==> config.mk <==
export PLATFORM = sky130hd
export DESIGN_NAME = etc_lane_sequencer
export DESIGN_NICKNAME = d
export VERILOG_FILES = /design/src/rtl/etc_pkg.sv /design/src/rtl/etc_lane_timer.sv /design/src/rtl/etc_lane_sequencer.sv
export SDC_FILE = /design/constraint.sdc
export NUM_CORES = 1
export LEC_CHECK = 0
export CAP_MARGIN = 10
export CORE_ASPECT_RATIO = 1.25
export CORE_MARGIN = 4
export CORE_UTILIZATION = 49
export CTS_CLUSTER_SIZE = 16
export DETAILED_ROUTE_END_ITERATION = 8
export PLACE_DENSITY = 0.86
export SLEW_MARGIN = 15
export SYNTH_ARGS = -nofsm -noshare
export SYNTH_HDL_FRONTEND = slang
export SYNTH_SLANG_ARGS = --single-unit
export TNS_END_PERCENT = 10
==> constraint.sdc <==
create_clock -name clk -period 2.3 [get_ports clk]
set_clock_uncertainty 0.15 [all_clocks]
set_input_delay 0.46 -clock clk [delete_from_list [all_inputs] [get_ports clk]]
set_output_delay 0.46 -clock clk [all_outputs]
set_load 0.005 [all_outputs]
==> src/rtl/etc_pkg.sv <==
// etc_pkg: shared state encoding, Epass verdict codes and default timeouts for the ETC lane
package etc_pkg;
  typedef enum logic [2:0] {
    S_IDLE, S_READ, S_OPEN, S_PASSING, S_CLOSE, S_REJECT, S_MANUAL
  } state_t;
  localparam logic [1:0] EP_NONE    = 2'b00;
  localparam logic [1:0] EP_VALID   = 2'b01;
  localparam logic [1:0] EP_LOWBAL  = 2'b10;
  localparam logic [1:0] EP_INVALID = 2'b11;
  localparam logic [15:0] READ_TO_DEF = 16'd1000;
  localparam logic [15:0] PASS_TO_DEF = 16'd5000;
  localparam int CNT_W_DEF = 16;
endpackage

==> src/rtl/etc_lane_timer.sv <==
// etc_lane_timer: 16-bit dwell counter with synchronous clear and terminal-count compare
module etc_lane_timer (
  input  logic        clk,
  input  logic        reset,
  input  logic        clear,
  input  logic [15:0] terminal,
  output logic        done
);
  logic [15:0] count;
  always_ff @(posedge clk)
    count <= (reset || clear) ? '0 : count + 16'd1;
  assign done = count == terminal;
endmodule

==> src/rtl/etc_lane_sequencer.sv <==
// etc_lane_sequencer: single-vehicle lane FSM driving barrier commands, alarms and pass/reject statistics
module etc_lane_sequencer
  import etc_pkg::*;
#(
  parameter logic [15:0] READ_TO = READ_TO_DEF,
  parameter logic [15:0] PASS_TO = PASS_TO_DEF,
  parameter int          CNT_W   = CNT_W_DEF
) (
  input  logic             clk,
  input  logic             reset,
  input  logic             sensor1,
  input  logic             sensor2,
  input  logic             sensor3,
  input  logic [1:0]       valid_Epass,
  input  logic             enable,
  output logic             barrier,
  output logic             up,
  output logic             down,
  output logic             alarm,
  output logic [CNT_W-1:0] pass_cnt,
  output logic [CNT_W-1:0] reject_cnt
);
  state_t state, state_nxt;
  logic timeout, bad_tag, pass_inc, reject_inc;
  logic [15:0] terminal;
  assign terminal = (state == S_OPEN) ? PASS_TO - 16'd1 : READ_TO - 16'd1;
  assign bad_tag = valid_Epass == EP_LOWBAL || valid_Epass == EP_INVALID;
  etc_lane_timer u_timer (
    .clk      (clk),
    .reset    (reset),
    .clear    (state_nxt != state),
    .terminal (terminal),
    .done     (timeout)
  );
  // Priority: override, then tailgate, then verdict, then timeout
  always_comb begin
    state_nxt = state;
    if (enable)
      state_nxt = S_MANUAL;
    else
      case (state)
        S_IDLE:    state_nxt = sensor2 ? S_REJECT : sensor1 ? S_READ : S_IDLE;
        S_READ:    state_nxt = sensor2 ? S_REJECT :
                               (valid_Epass == EP_VALID) ? S_OPEN :
                               (bad_tag || timeout) ? S_REJECT : S_READ;
        S_OPEN:    state_nxt = sensor2 ? S_PASSING : timeout ? S_CLOSE : S_OPEN;
        S_PASSING: state_nxt = (sensor3 && !sensor2) ? S_CLOSE : S_PASSING;
        S_CLOSE:   state_nxt = S_IDLE;
        S_REJECT:  state_nxt = (!sensor1 && !sensor2) ? S_IDLE : S_REJECT;
        S_MANUAL:  state_nxt = S_CLOSE;
        default:   state_nxt = S_IDLE;
      endcase
  end
  assign pass_inc   = state == S_PASSING && state_nxt == S_CLOSE;
  assign reject_inc = state != S_REJECT && state_nxt == S_REJECT;
  always_ff @(posedge clk) begin
    if (reset) begin
      state      <= S_IDLE;
      barrier    <= 1'b0;
      up         <= 1'b0;
      down       <= 1'b0;
      alarm      <= 1'b0;
      pass_cnt   <= '0;
      reject_cnt <= '0;
    end else begin
      state   <= state_nxt;
      barrier <= state_nxt inside {S_OPEN, S_PASSING, S_MANUAL};
      up      <= (state == S_READ && state_nxt == S_OPEN) ||
                 (state != S_MANUAL && state_nxt == S_MANUAL && !barrier);
      down    <= state != S_CLOSE && state_nxt == S_CLOSE;
      alarm   <= state_nxt == S_REJECT;
      if (pass_inc && !(&pass_cnt))
        pass_cnt <= pass_cnt + CNT_W'(1);
      if (reject_inc && !(&reject_cnt))
        reject_cnt <= reject_cnt + CNT_W'(1);
    end
  end
endmodule

### Yosys cells after proc, flatten, opt, wreduce, memory -nomap -nowiden

Cells that the tools add are included.

| word-level totals | value |
|---|---|
| output and inout bits | 36 |
| register bits | 55 |
| logic and storage cells | 64 |

| cells by class | value |
|---|---|
| reduce and logical (&&, ||, !) cells | 23 |
| add/sub/neg operators | 3 |
| equality and inequality tests | 18 |
| multiplexer cells | 12 |

Operator list:

| operator | count |
|---|---|
| 16-bit by 1-bit adder with 16-bit output, second input constant | 3 |
| 16-bit AND reduction | 2 |
| 3-bit two-way mux | 9 |
| 3-bit case mux with 6 select lines | 1 |
| 16-bit by 13-bit equality test with 1-bit output | 1 |
| 3-bit equality test, second input constant | 5 |
| 13-bit two-way mux | 1 |
| 3-bit by 2-bit equality test with 1-bit output, second input constant | 4 |
| 1-bit logical AND | 10 |
| 3-bit != test, second input constant | 3 |
| 1-bit logical NOT | 5 |
| 2-bit equality test, second input constant | 2 |
| 1-bit logical OR | 4 |
| 3-bit by 1-bit equality test with 1-bit output, second input constant | 1 |
| 3-bit logical NOT | 1 |
| 3-bit != test | 1 |
| 3-bit nonzero test | 1 |
| 2-bit by 1-bit equality test with 1-bit output, second input constant | 1 |
| 1-bit two-way mux | 1 |

### Depth between registers and ports, before layout

| depth | value |
|---|---|
| word-level depth | 13 |
| gate-level depth with buffers | 8 |
| gate-level depth less buffers | 7 |

### Cells and area by module

Synthesis repeated with hierarchy kept, for this count alone.

| unflattened totals | value |
|---|---|
| cells, all modules | 343 |
| area, all modules | 2,917.8 um2 |

By module, submodules not included:

| module | seq. area each (um2) | cells each | times used | area each (um2) |
|---|---|---|---|---|
| etc_lane_sequencer | 780.7 | 239 | 1 | 2,006.9 |
| etc_lane_timer | 320.3 | 104 | 1 | 910.9 |

### Least setup slack after synthesis

OpenSTA, ideal clock, no wires.

| path | value |
|---|---|
| path type | input-to-reg |
| start | in sensor2 |
| end | reg u_timer.count[10] |
| library setup time | 0.088 ns |
| slack | -0.086 ns |
| data arrival time | 2.148 ns |
| stages on the path | 7 |
| required time | 2.062 ns |
| cell sequence | or3b_1 -> a32oi_1 -> a31oi_2 -> xnor2_1 -> a211o_1 -> buf_4 -> nor4_2 |

| on the way | value |
|---|---|
| word-level cells in the longest chain between the ends | 7 |
| elaborated cells between the ends (all ways) | 12 |

Ends and longest elaborated chain:

| item | line | RTL |
|---|---|---|
| start, declared | etc_lane_sequencer.sv:12 | `input logic sensor2,` |
| 1-bit logical NOT | etc_lane_sequencer.sv:47, etc_lane_sequencer.sv:49 |  |
| 1-bit logical AND, on equally long branches | etc_lane_sequencer.sv:49, etc_lane_sequencer.sv:47 |  |
| 3-bit two-way mux, on equally long branches | etc_lane_sequencer.sv:49, etc_lane_sequencer.sv:47 |  |
| 3-bit case mux with 6 select lines * | etc_lane_sequencer.sv:41 | `case (state)` |
| 3-bit two-way mux * | etc_lane_sequencer.sv:38 | `if (enable)` |
| 3-bit != test * | etc_lane_sequencer.sv:31 | `.clear (state_nxt != state),` |
| 1-bit logical OR * | etc_lane_timer.sv:11 | `count <= (reset \|\| clear) ? '0 : count + 16'd1;` |
| end signal, assigned | etc_lane_timer.sv:11 |  |
| end, declared | etc_lane_timer.sv:9 | `logic [15:0] count;` |

Every way passes the cells marked *; elsewhere a longest branch is shown, timed or not.
A chain may end at the register's enable or synchronous reset.

### Worst setup path in the final report

| path | value |
|---|---|
| start | reg u_timer.count[12] |
| end | reg reject_cnt[14] |

| on the way | value |
|---|---|
| word-level cells in the longest chain between the ends | 10 |
| elaborated cells between the ends (all ways) | 12 |

Ends and longest elaborated chain:

| item | line | RTL |
|---|---|---|
| 16-bit by 13-bit equality test with 1-bit output * | etc_lane_timer.sv:12 | `assign done = count == terminal;` |
| 1-bit logical OR | etc_lane_sequencer.sv:45 | `(bad_tag \|\| timeout) ? S_REJECT : S_READ;` |
| 3-bit two-way mux | etc_lane_sequencer.sv:45 |  |
| 3-bit two-way mux | etc_lane_sequencer.sv:44 | `(valid_Epass == EP_VALID) ? S_OPEN :` |
| 3-bit two-way mux | etc_lane_sequencer.sv:43 | `S_READ: state_nxt = sensor2 ? S_REJECT :` |
| 3-bit case mux with 6 select lines * | etc_lane_sequencer.sv:41 |  |
| 3-bit two-way mux * | etc_lane_sequencer.sv:38 |  |
| 3-bit equality test * | etc_lane_sequencer.sv:55 | `assign reject_inc = state != S_REJECT && state_nxt == S_REJECT;` |
| 1-bit logical AND * | etc_lane_sequencer.sv:55 |  |
| 1-bit logical AND * | etc_lane_sequencer.sv:74 | `if (reject_inc && !(&reject_cnt))` |
| end signal, assigned | etc_lane_sequencer.sv:75 | `reject_cnt <= reject_cnt + CNT_W'(1);` |
| end, declared | etc_lane_sequencer.sv:21 | `output logic [CNT_W-1:0] reject_cnt` |

Marks and branches as above.

==> flow_summary_export.csv <==
group,metric,value,unit
timing,timing.final.crit_share,112.7,%
yosys,async_flop_share,0,%
timing,finalSetupViolations,34,
cts,cts_made_buffers,5,
route,vias_per_cell,6.076,
worst_setup_path,path_class,"flip-flop to flip-flop",
placed_design,dp_slack,-0.5713,ns
yosys,avgSynthCellArea,8.774,µm²
run,maxCapViolations,0,
cts,insertion_delay,0.32,ns
timing,grt_setup_unrepaired,"yes",
worst_setup_path,reg2reg_slack,-0.29,ns
timing,hold_violations,0,
floorplan,start_util,51.80,%
global_route,antenna_found_initial,0,
floorplan,pin_count,44,
power,power_density,458.1,mW/mm²
cts,cts_tree,"built",
timing,setup-tns-final,-6.894,ns
yosys,syn_inst,328,
yosys,yosysWarningCount,0,
floorplan,rows,30,
route,drt_iter0_markers,196,
power,p_leak,1.455,nW
yosys,syn-num-nets,339,
timing,finalMaxSlewViolations,0,
finish,final_common_cell,"dfxtp_1",
global_route,grt_pass1_wl,13880,µm
hold_path,hold_path.class,"flip-flop to flip-flop",
worst_setup_path,end_kind,"flip-flop",
yosys,synth_compound_area_share,13.57,%
yosys,synth_xor_area_share,8.522,%
finish,drive_above_1_share,27.73,%
placed_design,gp_congestion,0.9055,
worst_setup_path,slowest_delay,0.54,ns
timing,tightest_slew,0.6178,ns
global_route,grt_pass1_vias,3011,
global_route,grt_max_degree,31,
route,vias,2953,
cts,cts_hold_buf,0,
worst_setup_path,critPathMaxFanout,3,
floorplan,die_y,93.68,µm
global_route,globalRouteOverflowTotal,0,
status,violations,"negative setup slack",
finish,final_cell_mix,"dfxtp_1, buf_4, clkdlybuf4s50_1",
placed_design,hpwl,5084,µm
power,ir_worst_vdd,0.5607,mV
worst_setup_path,worst_setup_path_start_kind,"flip-flop",
placed_design,io_buffers,43,
route,antenna_left,0,
route,drc,0,
route,detail_route.first_pass.iterations,5,
route,finalWirelength,8386,µm
floorplan,die_w,76.55,µm
yosys,synth_adder_area_share,1.304,%
cts,clk_pin_slew,0.10,ns
finish,syn_to_final_growth,45.17,%
finish,final_nets,432,
timing,clock.fmax,385.8,MHz
worst_setup_path,crit_chain,"inv_2 > or4_4 > a2111oi_4 > buf_4 > buf_6 > o211ai_1 > or4_1 > a21oi_1",
worst_setup_path,arrival,2.70,ns
yosys,synth_edf_count,0,
timing,worst_slack,-0.2921,ns
cts,clockRootBuffer,"clkbuf_8",
yosys,synthMuxAreaShare,1.913,%
yosys,ys_types,61,
yosys,ys_seq_elements,55,
cts,htree_num_levels,2,
route,wire_per_inst,17.26,µm
yosys,syn_area,0.002878,mm²
worst_setup_path,required,2.41,ns
timing,max-slew-margin-rel,58.75,%
yosys,synth-simple-area-share,32.61,%
yosys,synth_ff_type,"dfxtp_1",
yosys,synth_top_family_by_area,"simple AND/OR/NAND/NOR gates",
cts,clock_sinks,55,
finish,diodes,0,
worst_setup_path,critPathSlowestCell,"or4_4",
yosys,ys_seq_area_share,38.26,%
timing,period_minus_slack,2.592,ns
cts,cts_buffer_depth,2,
floorplan,coreArea,0.005555,mm²
floorplan,dieArea,0.007171,mm²
status,status,"finished with violations",
global_route,grt_util_all_layers,23.65,%
==> report_power, final <==
group | internal (mW) | total (mW) | leakage [nW] | switching [mW]
Sequential | 0.964 | 0.979 | 0.446 | 0.0145
Clock | 0.213 | 0.550 | 0.0402 | 0.337
Combinational | 0.201 | 0.385 | 0.969 | 0.184
Total | 1.38 | 1.91 | 1.45 | 0.536
==> Yosys cell counts, drive strengths merged, types with 2 or more instances <==
master | number | area, µm²
dfxtp | 55 | 1101
nor2 | 37 | 138.9
nand2 | 20 | 75.07
nor4 | 20 | 175.2
xnor2 | 17 | 148.9
nand3 | 16 | 80.08
nand4 | 13 | 81.33
o21ai | 12 | 63.81
a21oi | 11 | 55.05
inv | 11 | 41.29
xor2 | 11 | 96.34
and3 | 10 | 62.56
clkbuf | 8 | 30.03
or3 | 7 | 43.79
buf | 6 | 38.79
nor2b | 6 | 37.54
nor3 | 6 | 35.03
or4 | 5 | 41.29
and4 | 4 | 35.03
mux2 | 4 | 45.04
nor3b | 4 | 35.03
o31a | 4 | 35.03
a2111oi | 3 | 46.30
and2 | 3 | 18.77
ha | 3 | 37.54
o21a | 3 | 22.52
o31ai | 3 | 22.52
a31oi | 2 | 18.77
and3b | 2 | 17.52
nand2b | 2 | 12.51
nor4b | 2 | 23.77
o211ai | 2 | 15.01
o311ai | 2 | 17.52
==> per-stage QoR <==
step                cells  area [µm²]  utilization, %  hold WS (ns)  total power, mW
finish                486        4178           75.20        0.3606            1.914
global route          486        4178           75.20        0.4186            1.995
CTS                   485        4068           73.22        0.3528            1.901
detailed placement    464        3719           66.94        0.3389            1.261
global placement      464        3719           66.94        0.3304            1.253
floorplan             328        2900               -        0.2737            1.145
==> path summary, 6_finish.rpt <==
check	startpoint	endpoint	depth (start not counted)
setup / recovery	u_timer.count[12]	reject_cnt[14]	8
hold / removal	reject_cnt[10]	reject_cnt[10]	2
setup reg to reg	u_timer.count[12]	reject_cnt[14]	8
hold reg to reg	reject_cnt[10]	reject_cnt[10]	2
==> cells by family (layout without fill, tap and decap cells) <==
kind of cell / Yosys count / in the layout
xor+xnor: 28 / 28
simple gates: 160 / 160
flops: 55 / 55
buf+inv: 25 / 119
mux: 5 / 5
compound gates: 52 / 52
fa+ha+maj: 3 / 3
==> flip-flops by register name (all words and copies together), names as in the netlist <==
signal	flops
down	1
reject_cnt	16
state	3
up	1
barrier	1
pass_cnt	16
u_timer.count	16
alarm	1
==> final cells by class <==
| class | instances | area [µm²] |
|---|---|---|
| fill | 335 | 1378 |
| sequential | 55 | 1106 |
| timing repair buffer | 100 | 988.4 |
| multi-input combinational | 248 | 1873 |
| clock buffer | 5 | 68.82 |
| clock inverter | 3 | 20.02 |
| tap | 64 | 80.08 |
| inverter | 11 | 41.29 |
==> worst max-delay path: cells and delay by family (launching register included) <==
kind | cells | cell delay [ns]
compound gates | 3 | 0.76
buf+inv | 3 | 0.30
flops | 1 | 0.35
simple gates | 2 | 0.98
==> per-layer routing <==
layer / routed length (µm) / global-route usage [%]
met1: 3318 / 25.70
met2: 4534 / 44.35
met3: 302 / 4.127
met4: 230 / 11.18
met5: 0 / 0
==> what timing repair did <==
| action | in CTS | in global routing |
|---|---|---|
| resized for setup | 25 | 23 |
| cloned | 2 | 0 |
| pin swaps | 19 | 5 |
| setup buffers | 11 | 1 |
| endpoints found under the setup margin | 44 | 35 |
Note: power is estimated with default switching activity, not from simulation.
